==> config.mk <==
export PLATFORM = sky130hd
export DESIGN_NAME = mac_t_gmii_mon_flat
export DESIGN_NICKNAME = d
export VERILOG_FILES = /design/src/rtl/mac_t_gmii_mon_pkg.sv /design/src/rtl/mac_t_gmii_mon_if.sv /design/src/rtl/crc32_d8.sv /design/src/rtl/mac_t_gmii_mon.sv /design/src/flat_wrapper.sv
export SDC_FILE = /design/constraint.sdc
export NUM_CORES = 1
export LEC_CHECK = 0
export BUFFER_PORTS_ARGS = -buffer_cell sky130_fd_sc_hd__buf_2
export CAP_MARGIN = 30
export CORE_MARGIN = 2
export CORE_UTILIZATION = 52
export CTS_CLUSTER_SIZE = 25
export DETAILED_ROUTE_END_ITERATION = 10
export GPL_TIMING_DRIVEN = 0
export PLACE_DENSITY = 0.88
export SLEW_MARGIN = 20
export SYNTH_ARGS = -nofsm -noshare
export SYNTH_HDL_FRONTEND = slang
export SYNTH_SLANG_ARGS = --single-unit
==> constraint.sdc <==
create_clock -name interface_clk -period 2 [get_ports interface_clk]
set_input_delay 0.2 -clock interface_clk [delete_from_list [all_inputs] [get_ports interface_clk]]
set_output_delay 0.2 -clock interface_clk [all_outputs]
set_load 0.05 [all_outputs]
==> src/rtl/mac_t_gmii_mon_pkg.sv <==
`default_nettype none
// ============================================================================
//  Module      : mac_mon_pkg
//  Description : Shared types and constants for the transmit-side GMII
//                frame monitor: FSM state encoding, preamble/SFD bytes,
//                CRC32 constants, PTP ethertype and status-word bit map.
//                The optional PTP detection in the monitor top is enabled
//                with the macro MAC_MON_PTP_DETECT_EN.
//  Revision    : 1.0 - initial release
// ============================================================================
package mac_mon_pkg;

    // Monitor FSM state encoding
    typedef enum logic [1:0] {
        ST_IDLE = 2'd0,
        ST_PRE  = 2'd1,
        ST_BODY = 2'd2
    } mon_state_e;

    // Same encoding as plain constants for legacy code that keeps the
    // state in a bare logic vector
    localparam logic [1:0] S_IDLE = 2'd0;
    localparam logic [1:0] S_PRE  = 2'd1;
    localparam logic [1:0] S_BODY = 2'd2;

    // Frame framing bytes
    localparam logic [7:0]  PREAMBLE_BYTE = 8'h55;
    localparam logic [7:0]  SFD_BYTE      = 8'hD5;
    localparam logic [3:0]  PREAMBLE_CNT  = 4'd7;

    // CRC32 (IEEE 802.3). The register is kept in shift-left form with
    // data bits entering LSB first, so a frame with a correct FCS leaves
    // the register at CRC_RESIDUE.
    localparam logic [31:0] CRC_POLY      = 32'h04C1_1DB7;
    localparam logic [31:0] CRC_INIT      = 32'hFFFF_FFFF;
    localparam logic [31:0] CRC_RESIDUE   = 32'hC704_DD7B;

    // IEEE 1588 over Ethernet
    localparam logic [15:0] PTP_ETYPE     = 16'h88F7;

    // Status word layout
    localparam int          STATUS_W      = 16;
    localparam int          LEN_W         = 11;
    localparam logic [LEN_W-1:0] LEN_SAT  = '1;
    localparam int          STAT_CRC_BIT  = 15;
    localparam int          STAT_PRE_BIT  = 14;
    localparam int          STAT_LEN_BIT  = 13;
    localparam int          STAT_IFG_BIT  = 12;
    localparam int          STAT_PTP_BIT  = 11;

endpackage : mac_mon_pkg
`default_nettype wire

==> src/rtl/mac_t_gmii_mon_if.sv <==
`default_nettype none
// ============================================================================
//  Module      : mac_t_gmii_mon_if
//  Description : Bundle between the MAC transmit GMII output, the frame
//                monitor and the status FIFO.
//                  gtx_dv / gtx_d      GMII transmit data from the MAC
//                  status_fifo_full    status FIFO back-pressure
//                  status_fifo_wr/din  one status word per frame
//                slave  : monitor view
//                master : environment view (MAC + status FIFO)
//  Revision    : 1.0 - initial release
// ============================================================================
interface mac_t_gmii_mon_if;
    import mac_mon_pkg::*;

    logic                gtx_dv;
    logic [7:0]          gtx_d;
    logic                status_fifo_full;
    logic                status_fifo_wr;
    logic [STATUS_W-1:0] status_fifo_din;

    modport slave (
        input  gtx_dv,
        input  gtx_d,
        input  status_fifo_full,
        output status_fifo_wr,
        output status_fifo_din
    );

    modport master (
        output gtx_dv,
        output gtx_d,
        output status_fifo_full,
        input  status_fifo_wr,
        input  status_fifo_din
    );

endinterface : mac_t_gmii_mon_if
`default_nettype wire

==> src/rtl/crc32_d8.sv <==
`default_nettype none
// ============================================================================
//  Module      : crc32_d8
//  Description : Combinational IEEE 802.3 CRC32 update for one byte.
//                Bits of d are consumed LSB first (GMII bit order).
//                Ports:
//                  crc_in  [31:0]  current CRC register
//                  d       [7:0]   data byte
//                  crc_out [31:0]  register after the byte
//  Revision    : 1.0 - initial release
// ============================================================================
module crc32_d8
    import mac_mon_pkg::*;
(
    input  logic [31:0] crc_in,
    input  logic [7:0]  d,
    output logic [31:0] crc_out
);

    logic [31:0] c;
    logic        fb;

    always_comb begin
        c  = crc_in;
        fb = 1'b0;
        for (int i = 0; i < 8; i++) begin
            fb = c[31] ^ d[i];
            c  = {c[30:0], 1'b0} ^ (fb ? CRC_POLY : 32'h0);
        end
        crc_out = c;
    end

endmodule : crc32_d8
`default_nettype wire

==> src/rtl/mac_t_gmii_mon.sv <==
`default_nettype none
// ============================================================================
//  Module      : mac_t_gmii_mon
//  Description : Passive transmit-side GMII frame monitor. Checks
//                preamble/SFD, CRC32, length and inter-frame gap of each
//                frame and writes one status word per frame to a status
//                FIFO, plus saturating frame/error/drop counters.
//                Optional: MAC_MON_PTP_DETECT_EN adds PTP (0x88F7) frame
//                detection, status bit [11] and the ptp_cnt port.
//  Ports       : interface_clk  monitor clock
//                rstn           synchronous active-low reset
//                bus            GMII in + status FIFO out (slave modport)
//                frame_cnt      frames ended
//                err_cnt        frames with any error flag
//                drop_cnt       status words lost to a full FIFO
//                ptp_cnt        PTP frames (only with the macro)
//  Revision    : 1.0 - initial release
// ============================================================================
module mac_t_gmii_mon
    import mac_mon_pkg::*;
#(
    parameter int MIN_LEN = 64,
    parameter int MAX_LEN = 1518,
    parameter int MIN_IFG = 12,
    parameter int CNT_W   = 16
) (
    input  logic             interface_clk,
    input  logic             rstn,
    mac_t_gmii_mon_if.slave  bus,
    output logic [CNT_W-1:0] frame_cnt,
    output logic [CNT_W-1:0] err_cnt,
    output logic [CNT_W-1:0] drop_cnt
`ifdef MAC_MON_PTP_DETECT_EN
    ,
    output logic [CNT_W-1:0] ptp_cnt
`endif
);

    localparam int               IFG_W     = $clog2(MIN_IFG + 1);
    localparam logic [IFG_W-1:0] IFG_MIN_L = IFG_W'(MIN_IFG);
    localparam logic [LEN_W-1:0] MIN_LEN_L = LEN_W'(MIN_LEN);
    localparam logic [LEN_W-1:0] MAX_LEN_L = LEN_W'(MAX_LEN);

    logic [1:0]          state;
    logic                dv_q;
    logic [3:0]          pre_cnt;
    logic                pre_err;
    logic                ifg_err;
    logic [LEN_W-1:0]    len;
    logic [31:0]         crc;
    logic [31:0]         crc_next;
    logic [IFG_W-1:0]    ifg_cnt;
    logic                pend;
    logic [STATUS_W-1:0] status_q;

    logic                frame_start;
    logic                frame_end;
    logic                in_pre;
    logic [3:0]          pre_cnt_cur;
    logic                pre_is_55;
    logic                pre_is_sfd;
    logic [3:0]          pre_cnt_inc;
    logic [LEN_W-1:0]    end_len;
    logic                end_crc_err;
    logic                end_pre_err;
    logic                end_len_err;
    logic                end_ptp;
    logic [STATUS_W-1:0] end_status;
    logic                status_any_err;

    crc32_d8 u_crc32_d8 (
        .crc_in  (crc),
        .d       (bus.gtx_d),
        .crc_out (crc_next)
    );

    // A frame only starts on a dv rising edge. dv_q resets high so that a
    // frame still in flight when reset is released is ignored to its end.
    assign frame_start = (state == S_IDLE) && bus.gtx_dv && !dv_q;
    assign frame_end   = (state != S_IDLE) && !bus.gtx_dv;
    assign in_pre      = (state == S_PRE);

    // The start byte is preamble byte 1, so it is evaluated with a count of 0
    assign pre_cnt_cur = (state == S_IDLE) ? 4'd0 : pre_cnt;
    assign pre_is_55   = (bus.gtx_d == PREAMBLE_BYTE);
    assign pre_is_sfd  = (bus.gtx_d == SFD_BYTE);
    assign pre_cnt_inc = (pre_cnt_cur == 4'hF) ? pre_cnt_cur : pre_cnt_cur + 4'd1;

    // Frame-end evaluation; dv dropping inside the preamble reports an
    // empty frame with preamble and CRC errors
    assign end_len     = in_pre ? '0 : len;
    assign end_crc_err = in_pre || (crc != CRC_RESIDUE);
    assign end_pre_err = in_pre || pre_err;
    assign end_len_err = (end_len < MIN_LEN_L) || (end_len > MAX_LEN_L);

`ifdef MAC_MON_PTP_DETECT_EN
    logic [15:0] etype;
    assign end_ptp = !in_pre && (etype == PTP_ETYPE);

    always_ff @(posedge interface_clk) begin
        if (!rstn) begin
            etype <= '0;
        end else if (frame_start) begin
            etype <= '0;
        end else if (state == S_BODY && bus.gtx_dv) begin
            if (len == LEN_W'(12)) etype[15:8] <= bus.gtx_d;
            if (len == LEN_W'(13)) etype[7:0]  <= bus.gtx_d;
        end
    end
`else
    assign end_ptp = 1'b0;
`endif

    always_comb begin
        end_status               = '0;
        end_status[STAT_CRC_BIT] = end_crc_err;
        end_status[STAT_PRE_BIT] = end_pre_err;
        end_status[STAT_LEN_BIT] = end_len_err;
        end_status[STAT_IFG_BIT] = ifg_err;
        end_status[STAT_PTP_BIT] = end_ptp;
        end_status[LEN_W-1:0]    = end_len;
    end

    assign status_any_err = |status_q[STAT_CRC_BIT:STAT_IFG_BIT];

    // Frame FSM, length and CRC
    always_ff @(posedge interface_clk) begin
        if (!rstn) begin
            state   <= S_IDLE;
            dv_q    <= 1'b1;
            pre_cnt <= '0;
            pre_err <= 1'b0;
            ifg_err <= 1'b0;
            len     <= '0;
            crc     <= CRC_INIT;
        end else begin
            dv_q <= bus.gtx_dv;
            if (frame_end) begin
                state <= S_IDLE;
            end else begin
                case (state)
                    S_IDLE: begin
                        if (frame_start) begin
                            ifg_err <= (ifg_cnt < IFG_MIN_L);
                            pre_err <= 1'b0;
                            len     <= '0;
                            crc     <= CRC_INIT;
                            if (pre_is_55) begin
                                state   <= S_PRE;
                                pre_cnt <= pre_cnt_inc;
                            end else begin
                                // Bad first byte or SFD with no preamble
                                state   <= S_BODY;
                                pre_err <= 1'b1;
                                pre_cnt <= '0;
                            end
                        end
                    end
                    S_PRE: begin
                        if (pre_is_55) begin
                            pre_cnt <= pre_cnt_inc;
                        end else begin
                            state <= S_BODY;
                            if (!pre_is_sfd || (pre_cnt_cur != PREAMBLE_CNT)) begin
                                pre_err <= 1'b1;
                            end
                        end
                    end
                    S_BODY: begin
                        if (len != LEN_SAT) len <= len + LEN_W'(1);
                        crc <= crc_next;
                    end
                    default: begin
                        state <= S_IDLE;
                    end
                endcase
            end
        end
    end

    // Idle-gap counter; the falling-edge cycle is the first idle cycle
    always_ff @(posedge interface_clk) begin
        if (!rstn) begin
            ifg_cnt <= IFG_MIN_L;
        end else if (frame_end) begin
            ifg_cnt <= IFG_W'(1);
        end else if (!bus.gtx_dv && (ifg_cnt < IFG_MIN_L)) begin
            ifg_cnt <= ifg_cnt + IFG_W'(1);
        end
    end

    // Status word is registered on the frame end and offered one cycle later
    always_ff @(posedge interface_clk) begin
        if (!rstn) begin
            pend     <= 1'b0;
            status_q <= '0;
        end else begin
            pend <= frame_end;
            if (frame_end) status_q <= end_status;
        end
    end

    assign bus.status_fifo_wr  = pend && !bus.status_fifo_full;
    assign bus.status_fifo_din = status_q;

    // Saturating statistics, updated in the status cycle
    always_ff @(posedge interface_clk) begin
        if (!rstn) begin
            frame_cnt <= '0;
            err_cnt   <= '0;
            drop_cnt  <= '0;
        end else if (pend) begin
            if (frame_cnt != '1) frame_cnt <= frame_cnt + CNT_W'(1);
            if (status_any_err && (err_cnt != '1)) err_cnt <= err_cnt + CNT_W'(1);
            if (bus.status_fifo_full && (drop_cnt != '1)) drop_cnt <= drop_cnt + CNT_W'(1);
        end
    end

`ifdef MAC_MON_PTP_DETECT_EN
    always_ff @(posedge interface_clk) begin
        if (!rstn) begin
            ptp_cnt <= '0;
        end else if (pend && status_q[STAT_PTP_BIT] && (ptp_cnt != '1)) begin
            ptp_cnt <= ptp_cnt + CNT_W'(1);
        end
    end
`endif

endmodule : mac_t_gmii_mon
`default_nettype wire

==> src/flat_wrapper.sv <==
// flat-port wrapper written by rule: the top's interface ports become plain ports
module mac_t_gmii_mon_flat import mac_mon_pkg::*;
#(
    parameter int MIN_LEN = 64,
    parameter int MAX_LEN = 1518,
    parameter int MIN_IFG = 12,
    parameter int CNT_W   = 16
)
  (interface_clk, rstn, frame_cnt, err_cnt, drop_cnt, bus_gtx_dv, bus_gtx_d, bus_status_fifo_full, bus_status_fifo_wr, bus_status_fifo_din);
  mac_t_gmii_mon_if bus_i ();
  input  logic interface_clk;
  input  logic rstn;
  output logic [CNT_W-1:0] frame_cnt;
  output logic [CNT_W-1:0] err_cnt;
  output logic [CNT_W-1:0] drop_cnt;
  input wire logic [$bits(bus_i.gtx_dv)-1:0] bus_gtx_dv;
  input wire logic [$bits(bus_i.gtx_d)-1:0] bus_gtx_d;
  input wire logic [$bits(bus_i.status_fifo_full)-1:0] bus_status_fifo_full;
  output wire logic [$bits(bus_i.status_fifo_wr)-1:0] bus_status_fifo_wr;
  output wire logic [$bits(bus_i.status_fifo_din)-1:0] bus_status_fifo_din;
  assign bus_i.gtx_dv = bus_gtx_dv;
  assign bus_i.gtx_d = bus_gtx_d;
  assign bus_i.status_fifo_full = bus_status_fifo_full;
  assign bus_status_fifo_wr = bus_i.status_fifo_wr;
  assign bus_status_fifo_din = bus_i.status_fifo_din;
  mac_t_gmii_mon #(.MIN_LEN(MIN_LEN), .MAX_LEN(MAX_LEN), .MIN_IFG(MIN_IFG), .CNT_W(CNT_W)) u_core (.interface_clk(interface_clk), .rstn(rstn), .bus(bus_i), .frame_cnt(frame_cnt), .err_cnt(err_cnt), .drop_cnt(drop_cnt));
endmodule
==> results of run 1 <==
==> how the worst max path moves through the flow <==
stage / startpoint / cells after the start / end / slack (ns)
floorplan: u_core.frame_cnt[9] / 5 / u_core.frame_cnt[1] / -0.05
global placement: bus_gtx_d[5] / 7 / u_core.pre_cnt[1] / -0.18
detailed placement: bus_gtx_d[5] / 7 / u_core.pre_cnt[1] / -0.23
CTS: u_core.crc[30] / 5 / u_core.crc[14] / 0.004
global route: u_core.crc[25] / 5 / u_core.crc[12] / -0.05
finish: u_core.crc[26] / 5 / u_core.crc[10] / -0.03
==> what timing repair did <==
| item | 4_1_cts | 5_1_grt |
|---|---|---|
| pin swaps | 4 | 7 |
| resized for setup | 14 | 23 |
| endpoints found under the setup margin | 16 | 31 |
| setup buffers | 3 | 10 |
| hold endpoints to repair | 0 | 0 |
==> cell families after synthesis <==
kind of cell,share of synthesized area
fa+ha+maj,0.0104
buf+inv,0.0247
flops,0.398
mux,0.00829
other cells,0.000621
simple gates,0.224
compound gates,0.122
xor+xnor,0.212
==> tightest hold or removal path, stage by stage <==
cell and delay [ns]:
sky130_fd_sc_hd__buf_2 0.10, sky130_fd_sc_hd__inv_1 0.11, sky130_fd_sc_hd__nand2_1 0.11
==> where the power goes <==
group	switching [mW]	internal, mW
combinational	0.452	0.453
clock	1.12	2.18
sequential	0.0495	2.43
total	1.62	5.05
==> layout make-up <==
cell class	instances	area share
Buffer	28	0.0160
Clock buffer	20	0.0615
Clock inverter	12	0.0227
Inverter	10	0.00494
Multi-Input combinational cell	496	0.487
Sequential cell	120	0.319
Tap cell	143	0.0236
Timing Repair Buffer	88	0.0656
==> synth_stat cells, types with 7 or more instances <==
library cell                 n  share of area
sky130_fd_sc_hd__a211oi_1    7         0.0087
sky130_fd_sc_hd__a21oi_1    26          0.022
sky130_fd_sc_hd__a22o_1     13          0.019
sky130_fd_sc_hd__and3_1      8         0.0083
sky130_fd_sc_hd__clkbuf_1   24          0.015
sky130_fd_sc_hd__dfxtp_1   120           0.40
sky130_fd_sc_hd__inv_1      10         0.0062
sky130_fd_sc_hd__nand2_1    67          0.042
sky130_fd_sc_hd__nand3_1    23          0.019
sky130_fd_sc_hd__nand4_1    15          0.016
sky130_fd_sc_hd__nor2_1     75          0.047
sky130_fd_sc_hd__nor3_1     14          0.012
sky130_fd_sc_hd__nor4_1     11          0.011
sky130_fd_sc_hd__o21ai_0    13          0.011
sky130_fd_sc_hd__o22ai_1    25          0.026
sky130_fd_sc_hd__xnor2_1    59          0.086
sky130_fd_sc_hd__xnor3_1    12          0.045
sky130_fd_sc_hd__xor2_1     22          0.032
==> registers in the layout, indices dropped and copies added, names as in the netlist, 2 cells and up <==
signal	count
u_core.bus.status_fifo_din	15
u_core.crc	32
u_core.drop_cnt	16
u_core.err_cnt	16
u_core.frame_cnt	16
u_core.ifg_cnt	4
u_core.len	11
u_core.pre_cnt	4
u_core.state	2
==> per-layer routing <==
metal / routed length (um) / share of wire / vias up / global-route usage
met5: 0 / 0 / - / 0
li1: - / - / 2575 / -
met3: 1590 / 0.092 / 102 / 0.0686
met2: 7890 / 0.46 / 381 / 0.407
met4: 850 / 0.049 / 0 / 0.133
met1: 6920 / 0.40 / 2642 / 0.323
==> stage by stage <==
| step | power [mW] | hold WS [ns] | instance area, sq um | util |
|---|---|---|---|---|
| final | 6.67 | 0.145 | 7590 | 0.668 |
| after floorplan | 3.12 | 0.361 | 6060 | - |
| after global routing | 6.82 | 0.153 | 7590 | 0.668 |
| after CTS | 6.57 | 0.101 | 7400 | 0.651 |
| after detailed placement | 3.27 | 0.460 | 6610 | 0.581 |
| after global placement | 3.25 | 0.452 | 6610 | 0.581 |
==> results.yml, run 1 <==
sta:
  grt_setup_unrepaired: "true"
  slew_violations: 0
  timing.final.ws_setup_ns: -0.0253
  max_slew_margin: 0.585
  final-setup-viol-count: 1
  final.setup_skew_ns: 0.0127
  final.period_utilization: 1.01
  report.final.hold_viol_count: 0
  tns_ns: -0.0253
  layout_min_cycle_time_ns: 2.03
  worst_pin_slew_ns: 0.614
  achievable-frequency_ghz: 0.494
clock_network:
  cts_max_path_buffers: 2
  cts.htree.levels: 4
  cts_inserted_buffers: 17
  hold_buffers: 0
  path_clk_slew_ns: 0.06
  clk_latency_ns: 0.42
  clock_tree_from_tritoncts: "yes"
  clock-root-buffer: "sky130_fd_sc_hd__clkbuf_16"
  clock_sink_count: 120
floorplan:
  std_cell_rows: 39
  fp.dieArea_sq_um: 12500
  core_area_sq_um: 11400
  pin_count: 77
  floorplan.die.height_um: 112
  die_w_um: 112
  initial_utilization: 0.531
finish:
  antenna_cells: 0
  stdcell_count: 917
  synthToLayoutAreaGrowth_pct: 25.8
  multi_input_comb_area_sq_um: 3700
  most_common_cell_after_layout_fill_and_taps_aside: "sky130_fd_sc_hd__dfxtp_1"
  final_net_count: 778
  layout.cells.most_common_list: "109 x sky130_fd_sc_hd__dfxtp_1, 76 x sky130_fd_sc_hd__buf_2, 75 x sky130_fd_sc_hd__nor2_1, 67 x sky130_fd_sc_hd__nand2_1, 55 x sky130_fd_sc_hd__xnor2_1"
  area.sequential_sq_um: 2420
  final_layout_size_suffix_gt1_frac: 0.211
  fillCellCount: 795
yosys:
  postSynth.asyncResetShare: 0
  synth.yosys.seq_area_share: 0.398
  syn_std_cell_area_sq_um: 6040
  yosys_most_used_dff: "sky130_fd_sc_hd__dfxtp_1"
  netlist_instances: 654
  yosys_register_bits: 120
  postSynthAreaPerCell_sq_um: 9.23
  mappedNetlistNets: 671
  ys.warnings.count: 0
  post_synth_num_cell_types: 57
  edff_count_synth: 0
drt:
  routed_wl_mm: 17.3
  drt-initial-drc-count: 857
  drt-wirelength-per-cell_um: 18.8
  num_vias: 5700
  ant_nets: 0
  vias_per_cell: 6.22
  detailedRoute.firstPassIterationCount: 8
  route.detailed.drc: 0
critical_path:
  crit_buf_inv: 0
  worstPathMaxFanout: 5
  worst_r2r_setup_slack_ns: -0.03
  cp_top_family: "XOR/XNOR gates"
  reg2reg_depth: 5
  crit_path_end_kind: "register"
  cp_cell_sequence: "xnor2_4 -> xor2_4 -> xnor3_1 -> o21ai_0 -> nand3_1"
  cp_data_arrival_time_ns: 2.30
  rr_startpoint: "u_core.crc[26]"
  start_kind: "register"
  timing_worst_setup_path_type: "register to register"
  reg2reg_to: "u_core.crc[10]"
  crit_path_top_delay_cell: "sky130_fd_sc_hd__xnor3_1"
  worstPathRequired_ns: 2.27
  worst_path_largest_cell_delay_ns: 0.41
hold_path:
  hold_start: "bus_gtx_dv"
  hp-class: "input port to register"
  hold-path-cell-count: 3
  holdPathEnd: "u_core.dv_q"
global_routing:
  grt_first_pass_wirelength_mm: 25.6
  grt_antenna_before_repair: 0
  pin_count_of_the_biggest_net_entering_global_routing: 17
  globalRoute.totalOverflow: 0
  number_of_global_route_vias_before_repair: 5115
  grt_use_total: 0.257
placement:
  dp_worst_setup_slack_ns: -0.234
  dp.cells: 872
  port_buffer_cells: 74
  gpl.final_weighted_congestion: 0.931
  dp_hpwl_mm: 10.2
pwr:
  power_per_cell_area_nw_per_um2: 879
  vdd.ir_drop.worst_uv: 828
  power_leakage_nw: 3.01
outcome:
  status: "finished, violations left"
  failing_checks: "negative setup slack"
flow_run:
  timing.max_cap.violations: 0
(Power assumes the default switching activity.)
==> inputs of run 2 (changes only) <==
Settings changed: CORE_MARGIN 2 to default, SETUP_SLACK_MARGIN from default to 0.15.
==> results.yml, run 2 (synthesis results as in run 1) <==
placement:
  port_buffer_cells: 74
  dp.cells: 868
  gpl.final_weighted_congestion: 0.923
  dp_hpwl_mm: 10.9
  dp_worst_setup_slack_ns: -0.222
finish:
  stdcell_count: 937
  final_net_count: 801
  layout.cells.most_common_list: "79 x sky130_fd_sc_hd__dfxtp_1, 78 x sky130_fd_sc_hd__buf_2, 73 x sky130_fd_sc_hd__nor2_1, 66 x sky130_fd_sc_hd__nand2_1, 54 x sky130_fd_sc_hd__xnor2_1"
  synthToLayoutAreaGrowth_pct: 33.5
  flip_flop_count_of_the_largest_register_all_copies_and_words_added: 32
  final_layout_size_suffix_gt1_frac: 0.312
  antenna_cells: 0
  most_common_cell_after_layout_fill_and_taps_aside: "sky130_fd_sc_hd__dfxtp_1"
  regMostFlops: "u_core.crc"
global_routing:
  number_of_global_route_vias_before_repair: 5447
  grt_use_total: 0.299
  grt_first_pass_wirelength_mm: 27.3
  globalRoute.totalOverflow: 0
  grt_antenna_before_repair: 0
  pin_count_of_the_biggest_net_entering_global_routing: 17
sta:
  worst_pin_slew_ns: 0.649
  timing.final.ws_setup_ns: 0.0118
  layout_min_cycle_time_ns: 1.99
  max_slew_margin: 0.568
  report.final.hold_viol_count: 0
  final.setup_skew_ns: 0.00919
  achievable-frequency_ghz: 0.503
  grt_setup_unrepaired: "true"
  final.period_utilization: 0.994
  final-setup-viol-count: 0
  slew_violations: 0
clock_network:
  cts.htree.levels: 4
  clock_tree_from_tritoncts: "yes"
  cts_max_path_buffers: 2
  clock_sink_count: 120
  cts_inserted_buffers: 17
  hold_buffers: 0
  path_clk_slew_ns: 0.06
  clock-root-buffer: "sky130_fd_sc_hd__clkbuf_16"
  clk_latency_ns: 0.42
outcome:
  status: "finished, final reports clean"
critical_path:
  timing_worst_setup_path_type: "register to register"
  start_kind: "register"
  worstPathRequired_ns: 2.28
  crit_path_end_kind: "register"
  cp_data_arrival_time_ns: 2.26
  worstPathMaxFanout: 4
drt:
  drt-wirelength-per-cell_um: 21.4
  drt-initial-drc-count: 792
  ant_nets: 0
  routed_wl_mm: 20.1
  vias_per_cell: 6.58
  num_vias: 6169
  detailedRoute.firstPassIterationCount: 5
  route.detailed.drc: 0
floorplan:
  std_cell_rows: 38
  pin_count: 77
  fp.dieArea_sq_um: 12000
  die_w_um: 110
  core_area_sq_um: 11100
  initial_utilization: 0.545
  floorplan.die.height_um: 110
pwr:
  power_leakage_nw: 3.21
  power_per_cell_area_nw_per_um2: 857
  vdd.ir_drop.worst_uv: 720
  design_power_total_mw: 6.90
hold_path:
  hp-class: "input port to register"
flow_run:
  timing.max_cap.violations: 0
==> run 2: cell types whose count changed in the layout (fill, tap and decap cells not counted), sizes merged <==
cell / delta
buf: +26
clkinv: -4
clkbuf: -2
clkinvlp: +2
bufinv: +1
==> run 2: final timing paths <==
check / from / endpoint / slack [ns] / cells after the start
max reg2reg: u_core.crc[31] / u_core.crc[2] / 0.01 / 5
max: u_core.crc[31] / u_core.crc[2] / 0.01 / 5
min: rstn / u_core.dv_q / 0.20 / 2
min reg2reg: u_core.bus.status_fifo_din[7] / u_core.bus.status_fifo_din[7] / 0.48 / 1
==> run 2: stage by stage <==
stage	TNS (ns)	cell area [sq um]	util	hold slack (ns)
floorplan	0	6130	-	0.361
global placement	-0.663	6680	0.603	0.453
detailed placement	-1.02	6680	0.603	0.464
CTS	0	7670	0.692	0.138
global route	0	8060	0.727	0.210
finish	0	8060	0.727	0.198
==> run 2: report_power, final <==
| group | internal (mW) | switching [mW] |
|---|---|---|
| Clock | 2.31 | 1.11 |
| Sequential | 2.42 | 0.0532 |
| Combinational | 0.519 | 0.488 |
==> run 2: critical path, stage by stage, from the launching register on <==
cell	delay (ns)
sky130_fd_sc_hd__dfxtp_2	0.48
sky130_fd_sc_hd__xor2_4	0.30
sky130_fd_sc_hd__xnor3_1	0.57
sky130_fd_sc_hd__xor2_1	0.21
sky130_fd_sc_hd__o22ai_1	0.21
sky130_fd_sc_hd__nand2_1	0.08
==> run 2: routing by layer <==
layer,wire [um],GRT usage,up-vias,share of wire
li1,-,-,2609,-
met3,1940,0.0694,142,0.097
met1,7340,0.354,2929,0.37
met5,0,0,-,0
met4,1260,0.163,0,0.063
met2,9560,0.500,489,0.48
==> run 2: final cells by class <==
type / instances / area (sq um)
clock buffer: 21 / 470
sequential: 120 / 2460
inverter: 10 / 40.0
buffer: 28 / 133
tap: 140 / 175
clock inverter: 11 / 194
multi-input combinational: 496 / 3880
fill: 641 / 3020
timing repair buffer: 111 / 698
==> run 2: timing repair <==
action | CTS | global route
pin swaps | 11 | 18
setup endpoints to repair | 36 | 75
gates resized for setup | 28 | 59
endpoints found under the hold margin | 0 | 0
setup buffers | 15 | 22
